--- src/rtl/reg_share_arbiter_if.sv ---
// Bundle for the two-client arbiter: requester side and storage-register side.
// slave = the arbiter, master = the clients plus the storage register.
interface reg_share_arbiter_if #(
    parameter int n = 16
);
    logic [1:0]   req;
    logic [1:0]   wr_en;
    logic [1:0]   rd_en;
    logic [n-1:0] wdata0;
    logic [n-1:0] wdata1;
    logic [1:0]   gnt;
    logic [1:0]   done;
    logic [n-1:0] rsp_data;
    logic         busy;
    logic         st_read;
    logic         st_write;
    logic [n-1:0] st_in;
    logic [n-1:0] st_out;

    modport slave (
        input  req, wr_en, rd_en, wdata0, wdata1, st_out,
        output gnt, done, rsp_data, busy, st_read, st_write, st_in
    );

    modport master (
        output req, wr_en, rd_en, wdata0, wdata1, st_out,
        input  gnt, done, rsp_data, busy, st_read, st_write, st_in
    );
endinterface

--- src/rtl/reg_share_arbiter.sv ---
// Round-robin arbiter/sequencer giving two clients exclusive 3-cycle access
// to one shared storage word (grant -> strobe cycle -> capture/done).
module reg_share_arbiter #(
    parameter int n = 16
) (
    input  logic                 clk,
    input  logic                 reset,
    reg_share_arbiter_if.slave   bus
);
    // state   | meaning
    // IDLE    | waiting for a request, arbitrates on each edge
    // ISSUE   | storage strobes driven from the latched op for one cycle
    // CAPTURE | read data sampled, done pulsed, grant released
    typedef enum logic [1:0] {IDLE, ISSUE, CAPTURE} state_t;

    state_t       r_state;
    state_t       w_next;
    logic         w_win;
    logic         r_win;
    logic         r_last;
    logic         r_wr;
    logic         r_rd;
    logic [n-1:0] r_wdata;
    logic [1:0]   r_gnt;
    logic [1:0]   r_done;
    logic [n-1:0] r_rsp;

    always_comb begin
        w_next = r_state;
        // On a tie the requester not served last wins; otherwise the lone requester.
        w_win  = (bus.req == 2'b11) ? ~r_last : bus.req[1];
        case (r_state)
            IDLE:    if (|bus.req) w_next = ISSUE;
            ISSUE:   w_next = CAPTURE;
            CAPTURE: w_next = IDLE;
            default: w_next = IDLE;
        endcase
    end

    always_ff @(posedge clk or posedge reset) begin
        if (reset) begin
            r_state <= IDLE;
            r_win   <= 1'b0;
            r_last  <= 1'b1;
            r_wr    <= 1'b0;
            r_rd    <= 1'b0;
            r_wdata <= '0;
            r_gnt   <= 2'b00;
            r_done  <= 2'b00;
            r_rsp   <= '0;
        end else begin
            r_state <= w_next;
            r_done  <= 2'b00;
            case (r_state)
                IDLE: begin
                    if (|bus.req) begin
                        r_win   <= w_win;
                        r_last  <= w_win;
                        r_wr    <= bus.wr_en[w_win];
                        r_rd    <= bus.rd_en[w_win];
                        r_wdata <= w_win ? bus.wdata1 : bus.wdata0;
                        r_gnt   <= w_win ? 2'b10 : 2'b01;
                    end
                end
                CAPTURE: begin
                    if (r_rd) r_rsp <= bus.st_out;
                    r_done <= r_win ? 2'b10 : 2'b01;
                    r_gnt  <= 2'b00;
                end
                default: ;
            endcase
        end
    end

    // Strobes are decoded purely from registered state so they cannot glitch.
    assign bus.st_write = (r_state == ISSUE) && r_wr;
    assign bus.st_read  = (r_state == ISSUE) && r_rd;
    assign bus.st_in    = (r_state == ISSUE) ? r_wdata : '0;
    assign bus.gnt      = r_gnt;
    assign bus.done     = r_done;
    assign bus.rsp_data = r_rsp;
    assign bus.busy     = (r_state != IDLE);
endmodule

--- src/flat_wrapper.sv ---
// flat-port wrapper written by rule: the top's interface ports become plain ports
module reg_share_arbiter_flat 
#(
    parameter int n = 16
)
  (clk, reset, bus_req, bus_wr_en, bus_rd_en, bus_wdata0, bus_wdata1, bus_st_out, bus_gnt, bus_done, bus_rsp_data, bus_busy, bus_st_read, bus_st_write, bus_st_in);
  reg_share_arbiter_if #(.n(n)) bus_i ();
  input  logic clk;
  input  logic reset;
  input wire logic [$bits(bus_i.req)-1:0] bus_req;
  input wire logic [$bits(bus_i.wr_en)-1:0] bus_wr_en;
  input wire logic [$bits(bus_i.rd_en)-1:0] bus_rd_en;
  input wire logic [$bits(bus_i.wdata0)-1:0] bus_wdata0;
  input wire logic [$bits(bus_i.wdata1)-1:0] bus_wdata1;
  input wire logic [$bits(bus_i.st_out)-1:0] bus_st_out;
  output wire logic [$bits(bus_i.gnt)-1:0] bus_gnt;
  output wire logic [$bits(bus_i.done)-1:0] bus_done;
  output wire logic [$bits(bus_i.rsp_data)-1:0] bus_rsp_data;
  output wire logic [$bits(bus_i.busy)-1:0] bus_busy;
  output wire logic [$bits(bus_i.st_read)-1:0] bus_st_read;
  output wire logic [$bits(bus_i.st_write)-1:0] bus_st_write;
  output wire logic [$bits(bus_i.st_in)-1:0] bus_st_in;
  assign bus_i.req = bus_req;
  assign bus_i.wr_en = bus_wr_en;
  assign bus_i.rd_en = bus_rd_en;
  assign bus_i.wdata0 = bus_wdata0;
  assign bus_i.wdata1 = bus_wdata1;
  assign bus_i.st_out = bus_st_out;
  assign bus_gnt = bus_i.gnt;
  assign bus_done = bus_i.done;
  assign bus_rsp_data = bus_i.rsp_data;
  assign bus_busy = bus_i.busy;
  assign bus_st_read = bus_i.st_read;
  assign bus_st_write = bus_i.st_write;
  assign bus_st_in = bus_i.st_in;
  reg_share_arbiter #(.n(n)) u_core (.clk(clk), .reset(reset), .bus(bus_i));
endmodule
--- config.mk ---
export PLATFORM = sky130hd
export DESIGN_NAME = reg_share_arbiter_flat
export DESIGN_NICKNAME = d
export VERILOG_FILES = /design/src/rtl/reg_share_arbiter_if.sv /design/src/rtl/reg_share_arbiter.sv /design/src/flat_wrapper.sv
export SDC_FILE = /design/constraint.sdc
export NUM_CORES = 1
export LEC_CHECK = 0
export CORE_ASPECT_RATIO = 2
export CORE_MARGIN = 2
export CORE_UTILIZATION = 44
export DETAILED_ROUTE_END_ITERATION = 8
export PLACE_DENSITY = 0.85
export SETUP_SLACK_MARGIN = 0.02
export SYNTH_ARGS = -nofsm -noshare
export SYNTH_HDL_FRONTEND = slang
export SYNTH_SLANG_ARGS = --single-unit
--- constraint.sdc ---
create_clock -name clk -period 3.4 [get_ports clk]
set_clock_uncertainty 0.15 [all_clocks]
set_input_delay 0.68 -clock clk [delete_from_list [all_inputs] [get_ports clk]]
set_output_delay 0.68 -clock clk [all_outputs]
set_load 0.03 [all_outputs]
==> impl_metrics.json, run 1 <==
{
  "floorplan.die_area_um2": 5260,
  "wl_per_cell_um": 14.7,
  "synth.yosys.seq_area_share_pct": 51.2,
  "hold_path.class": "reg2reg",
  "timing_worst_slew_pin_value_ns": 0.830,
  "first_global_vias": 1478,
  "timing.final.crit_share_pct": 85.5,
  "critical_path.reg2reg.endpoint": "u_core.bus.gnt[0]$_DFFE_PP0P_",
  "drive_above_1_share_pct": 28.5,
  "run_status": "finished, final reports clean",
  "multiInputGateArea_um2": 941,
  "timing.final.crit_period_ns": 2.91,
  "postSynth.topFlopCell": "sky130_fd_sc_hd__dfrtp_1",
  "whs_endpoint": "u_core.bus.done[0]$_DFF_PP0_",
  "final-hold-violation-count": 0,
  "cts_tree": "built",
  "cts.sinks": 42,
  "number_of_instances_in_the_synthesized_netlist": 137,
  "cts.repair_timing.setup_buffer_count": 0,
  "yosysTopAreaCellShare_pct": 49.9,
  "peakVddDrop_mv": 0.574,
  "synth_area_leaders": "sky130_fd_sc_hd__dfrtp_1 (50%), sky130_fd_sc_hd__mux2_4 (26%), sky130_fd_sc_hd__mux2_2 (9.3%), sky130_fd_sc_hd__and2_1 (5.8%), sky130_fd_sc_hd__buf_6 (2.2%)",
  "critical_path.cell_chain": "nor2b_1, buf_4, and2_1, clkdlybuf4s50_1",
  "cts_buffers": 5,
  "cts_max_level": 2,
  "detailedRoute.firstIterationViolations": 21,
  "syn_area_um2": 2050,
  "rsz0062_at_grt": "no",
  "synth_commonest_cells": "sky130_fd_sc_hd__dfrtp_1 (41), sky130_fd_sc_hd__mux2_4 (36), sky130_fd_sc_hd__and2_1 (19)",
  "finalInstanceArea_um2": 3120,
  "powerDensity_nw_per_um2": 902,
  "timing.hold.worst_path_depth": 1,
  "drv_slew": 0,
  "grt_start_max_net_pins": 43,
  "drv.max_cap_violation_count": 0,
  "synth.net_count": 193,
  "worst_skew_pair.late_latency_ns": 0.29,
  "crit_arrival_ns": 2.08,
  "synth_seq_cells": 42,
  "required_time_reported_for_the_critical_path_endpoint_ns": 2.57,
  "postRouteAntennaNets": 0,
  "timing.critical_path.to_type": "output port",
  "crit_path_top_delay_cell": "sky130_fd_sc_hd__clkdlybuf4s50_1",
  "overall_global_routing_usage_pct": 17.4,
  "postPlaceCellArea_um2": 3030,
  "r2r-start": "u_core.r_state[1]$_DFFE_PP0P_",
  "wire_length_of_the_first_global_routing_pass_um": 6670,
  "timing.slew.headroom_pct": 44.6,
  "layout.filler_cells": 353,
  "report.power.total_mw": 2.81,
  "port_buffers": 94,
  "critical_path.max_stage_delay_ns": 0.68,
  "ctsHoldBuffers": 0,
  "ys_async_sr_fraction_pct": 100,
  "first_pass_iters": 4,
  "overall_via_count_from_detail_route": 1421,
  "drt-total-wl_um": 4270,
  "overflow": 0,
  "postSynthAreaPerCell_um2": 15.0,
  "crit_fanout": 14,
  "setup_total_negative_slack_ns": 0,
  "final.hold.worst_slack_ns": 0.282,
  "antenna_cells": 0,
  "max-clock-path-buffers": 2,
  "cell_with_the_most_instances_after_synthesis": "sky130_fd_sc_hd__dfrtp_1",
  "dp_hpwl_um": 3290,
  "crit_path_start_kind": "flop",
  "clkSlewWorstSetupHoldPaths_ns": 0.08,
  "die_h_um": 101,
  "die_x_um": 52.3,
  "core_area_um2": 4550,
  "postCtsResizedCells": 0,
  "area_growth_syn_to_layout_pct": 51.9,
  "hp-start": "u_core.r_win$_DFFE_PP0P_",
  "worstRegToRegCells": 3,
  "post_synth_top_area_cell": "sky130_fd_sc_hd__dfrtp_1",
  "synth.yosys.warnings": 0,
  "max_freq_mhz": 344,
  "io-pin-count": 95,
  "start_util_pct": 45.1,
  "critPathKind": "reg2out",
  "finalSetupViolCount": 0,
  "drcViolationCount": 0,
  "antenna_violations_before_repair": 0,
  "synth_enable_flop_cells": 0,
  "route.detailed.vias_per_inst": 4.90,
  "finish.net_count": 290,
  "rows": 35,
  "synth_cell_type_count": 19,
  "ctsRootBufferMaster": "sky130_fd_sc_hd__clkbuf_8",
  "register_area_um2": 1050,
  "gpl.final_weighted_congestion": 0.704,
  "reg2reg_slack_ns": 1.39,
  "power.static_leakage_nw": 1.38
}
worst max-delay path by stage:
stage / startpoint / to / cells past startpoint
floorplan: u_core.r_state[1]$_DFFE_PP0P_ / bus_st_in[10] / 3
global placement: bus_req[1] / u_core.r_wdata[9]$_DFFE_PP0P_ / 5
detailed placement: bus_req[1] / u_core.r_wdata[8]$_DFFE_PP0P_ / 5
CTS: u_core.r_state[1]$_DFFE_PP0P_ / bus_st_read / 4
global route: u_core.r_state[1]$_DFFE_PP0P_ / bus_st_in[3] / 4
finish: u_core.r_state[1]$_DFFE_PP0P_ / bus_st_read / 4
metrics by stage:
step,std cells,utilization (%),setup WS (ns)
3_3_place_gp,282,66.4,0.784
5_1_grt,290,68.5,0.314
4_1_cts,290,68.5,0.464
6_report,290,68.5,0.493
2_1_floorplan,137,-,1.35
3_5_place_dp,282,66.4,0.737
power breakdown:
group	total [mW]	internal, mW	switching (mW)	leakage [nW]
sequential	0.884	0.754	0.130	0.496
clock	0.327	0.163	0.164	0.0472
combinational	1.60	0.835	0.767	0.834
cells in the final DEF, fill, tap and decap left out:
| cell | synthesis | routed |
|---|---|---|
| sky130_fd_sc_hd__a21bo_1 | 1 | 1 |
| sky130_fd_sc_hd__o21ai_0 | 3 | 3 |
| sky130_fd_sc_hd__mux2_4 | 36 | 36 |
| sky130_fd_sc_hd__dfrtp_1 | 41 | 41 |
| sky130_fd_sc_hd__clkinvlp_4 | 0 | 1 |
| sky130_fd_sc_hd__nand2b_1 | 1 | 1 |
| sky130_fd_sc_hd__or3_1 | 1 | 1 |
| sky130_fd_sc_hd__nor2_1 | 3 | 3 |
| sky130_fd_sc_hd__nand2_1 | 2 | 2 |
| sky130_fd_sc_hd__nand3b_1 | 1 | 1 |
| sky130_fd_sc_hd__or2_4 | 1 | 1 |
| sky130_fd_sc_hd__clkbuf_8 | 0 | 6 |
| sky130_fd_sc_hd__nor2_4 | 1 | 1 |
| sky130_fd_sc_hd__inv_1 | 2 | 1 |
| sky130_fd_sc_hd__buf_4 | 0 | 2 |
| sky130_fd_sc_hd__clkinv_2 | 0 | 1 |
| sky130_fd_sc_hd__inv_2 | 0 | 1 |
| sky130_fd_sc_hd__clkdlybuf4s50_1 | 0 | 94 |
| sky130_fd_sc_hd__mux2_2 | 17 | 17 |
| sky130_fd_sc_hd__dfstp_2 | 1 | 1 |
| sky130_fd_sc_hd__and2_1 | 19 | 19 |
| sky130_fd_sc_hd__nor2b_1 | 1 | 1 |
final cells by class:
| type | instances | area share, % |
|---|---|---|
| Clock inverter | 2 | 0.401 |
| Clock buffer | 6 | 2.65 |
| Sequential cell | 42 | 33.7 |
| Timing Repair Buffer | 96 | 30.6 |
| Tap cell | 55 | 2.21 |
| Inverter | 2 | 0.241 |
| Multi-Input combinational cell | 87 | 30.2 |
layer usage:
| layer | part of all wire [%] | routed length, um | track usage (%) | vias to the layer above |
|---|---|---|---|---|
| met4 | 1.1 | 49 | 7.10 | 0 |
| li1 | - | - | - | 660 |
| met2 | 58 | 2480 | 31.8 | 65 |
| met3 | 6.8 | 290 | 5.04 | 4 |
| met1 | 34 | 1440 | 17.6 | 692 |
| met5 | 0 | 0 | 0 | - |
critical path: cells and delay by family, from the launching register on:
kind                   cells  cell delay (ns)
buffers and inverters      2             0.93
AND/OR/NAND/NOR            2             0.46
flip-flops                 1             0.41
kinds of logic after synthesis:
logic type / share of synthesized area (%)
buffers and inverters: 2.98
and+or+nand+nor: 8.95
AOI/OAI and AO/OA: 1.22
DFF: 51.2
muxes: 35.6
flip-flops by register name (all words and copies together) (netlist names):
| name | count |
|---|---|
| u_core.r_win | 1 |
| u_core.r_wr | 1 |
| u_core.bus.gnt | 2 |
| u_core.r_state | 2 |
| u_core.r_wdata | 16 |
| u_core.r_rd | 1 |
| u_core.bus.done | 2 |
| u_core.r_last | 1 |
| u_core.bus.rsp_data | 16 |
Note: power is estimated with default switching activity, not from simulation.
==> run 2, diff against run 1 <==
--- a/config.mk
+++ b/config.mk
@@ -5,6 +5,7 @@
 export SDC_FILE = /design/constraint.sdc
 export NUM_CORES = 1
 export LEC_CHECK = 0
+export CAP_MARGIN = 40
 export CORE_ASPECT_RATIO = 2
 export CORE_MARGIN = 2
 export CORE_UTILIZATION = 44
==> run 2 against run 1 <==
Clock-buffer cell count up 1. First-iteration DRC count unchanged. Clock power up 17%. Critical path depth unchanged. Flip-flop and latch count unchanged. Total power up 2.1%. Global-route usage about the same. Sequential power about the same. Largest power group unchanged.
==> impl_metrics.json, run 2 (same netlist as run 1, synthesis figures left out) <==
{
  "overall_global_routing_usage_pct": 17.4,
  "place_inst": 283,
  "cts_buffers": 5,
  "max-clock-path-buffers": 2,
  "powerDensity_nw_per_um2": 911,
  "met1_usage_pct": 17.0,
  "drt-total-wl_um": 4330,
  "max_freq_mhz": 345,
  "route.detailed.vias_per_inst": 4.90,
  "required_time_reported_for_the_critical_path_endpoint_ns": 2.57,
  "wire_length_of_the_first_global_routing_pass_um": 6630,
  "area_growth_syn_to_layout_pct": 53.4,
  "drive_above_1_share_pct": 28.0,
  "r2r-start": "u_core.r_state[1]$_DFFE_PP0P_",
  "postPlaceCellArea_um2": 3050,
  "drcViolationCount": 0,
  "dp_hpwl_um": 3380,
  "power.static_leakage_nw": 1.39,
  "finish.cell_count_without_fillers": 291,
  "gr-max-usage-layer": "met2",
  "rows": 35,
  "first_global_vias": 1488,
  "timing.critical_path.to_type": "output port",
  "worst_skew_pair.late_latency_ns": 0.29,
  "drv.max_cap_violation_count": 0,
  "die_h_um": 101,
  "io-pin-count": 95,
  "ctsHoldBuffers": 0,
  "crit_path_start_kind": "flop",
  "met3_usage_pct": 4.75,
  "final-hold-violation-count": 0,
  "finalSetupViolCount": 0,
  "layout.filler_cells": 342,
  "detailedRoute.firstIterationViolations": 21,
  "core_area_um2": 4550,
  "setup_total_negative_slack_ns": 0,
  "most-common-layout-cells": "sky130_fd_sc_hd__clkdlybuf4s50_1 (94), sky130_fd_sc_hd__dfrtp_1 (41), sky130_fd_sc_hd__mux2_4 (36)",
  "timing.slew.headroom_pct": 46.7,
  "hold_path.class": "reg2reg",
  "timing.final.crit_period_ns": 2.90,
  "overflow": 0,
  "crit_arrival_ns": 2.07,
  "critPathKind": "reg2out",
  "ctsRootBufferMaster": "sky130_fd_sc_hd__clkbuf_8",
  "peakVddDrop_mv": 0.530,
  "first_pass_iters": 4,
  "cts_max_level": 2,
  "clkSlewWorstSetupHoldPaths_ns": 0.08,
  "floorplan.die_area_um2": 5260,
  "overall_via_count_from_detail_route": 1425,
  "leading_cell_type_in_the_layout_fill_and_taps_excluded": "sky130_fd_sc_hd__clkdlybuf4s50_1",
  "rsz0062_at_grt": "no",
  "met2_routing_resource_usage_after_global_routing_pct": 32.5,
  "die_x_um": 52.3,
  "finalInstanceArea_um2": 3150,
  "grt_start_max_net_pins": 29,
  "finish.net_count": 291,
  "gpl.final_weighted_congestion": 0.704,
  "setup.worst_path.start": "u_core.r_state[1]$_DFFE_PP0P_",
  "report.power.total_mw": 2.87,
  "hp-start": "u_core.r_win$_DFFE_PP0P_",
  "cts_tree": "built",
  "cts.repair_timing.setup_buffer_count": 0,
  "drv_slew": 0,
  "run_status": "finished, final reports clean",
  "antenna_violations_before_repair": 0,
  "timing_worst_slew_pin_value_ns": 0.798,
  "wl_per_cell_um": 14.9,
  "crit_fanout": 14,
  "postRouteAntennaNets": 0,
  "postCtsResizedCells": 0,
  "port_buffers": 94,
  "start_util_pct": 45.1,
  "antenna_cells": 0,
  "timing.final.crit_share_pct": 85.3,
  "cts.sinks": 42
}
==> run 2: changes by cell type in the layout (fill, tap and decap cells not counted), sizes merged <==
cell,before,now
buf,2,3
clkbuf,6,7
bufinv,0,1
clkinvlp,1,0
clkinv,1,0
==> run 2: final cells by class <==
| cell class | instances | area (um^2) | share of cell area [%] |
|---|---|---|---|
| clock buffers | 7 | 76.3 | 2.42 |
| clock inverters | 1 | 30.0 | 0.953 |
| repair buffers | 97 | 976 | 31.0 |
| well taps | 55 | 68.8 | 2.18 |
| multi-input cells | 87 | 941 | 29.9 |
| inverters | 2 | 7.51 | 0.238 |
| flip-flops and latches | 42 | 1050 | 33.4 |
==> run 2: metrics by stage <==
stage               util (%)  worst slack [ns]  hold WS [ns]
floorplan                  -              1.35         0.253
global placement        66.4             0.784         0.260
detailed placement      66.9             0.741         0.282
CTS                     69.2             0.452         0.293
global route            69.2             0.304         0.316
finish                  69.2             0.501         0.288
==> run 2: per-layer routing <==
metal / share of wire (%) / vias to the layer above
li1: - / 659
met1: 34 / 697
met2: 58 / 64
met3: 6.4 / 5
met4: 1.8 / 0
met5: 0 / -
==> run 2: power by group <==
part,leakage [nW],switching [mW],internal (mW)
registers,0.496,0.129,0.754
logic,0.844,0.769,0.838
clock network,0.0524,0.163,0.220
==> run 2: worst paths after layout <==
kind                            slack (ns)                            end  cells past startpoint
worst max-delay path                  0.50                    bus_st_read                      4
worst min-delay path                  0.29   u_core.bus.done[0]$_DFF_PP0_                      1
worst max register to register        1.41  u_core.bus.gnt[0]$_DFFE_PP0P_                      3
worst min register to register        0.29   u_core.bus.done[0]$_DFF_PP0_                      1
max in group asynchronous             2.06      u_core.r_last$_DFFE_PP1P_                      3
min in group asynchronous             0.51  u_core.r_wdata[7]$_DFFE_PP0P_                      2
==> run 2: worst max-delay path, cell delays in order, from the launching register on <==
cell	delay (ns)
sky130_fd_sc_hd__dfrtp_1	0.41
sky130_fd_sc_hd__nor2b_1	0.31
sky130_fd_sc_hd__buf_4	0.24
sky130_fd_sc_hd__and2_1	0.14
sky130_fd_sc_hd__clkdlybuf4s50_1	0.68
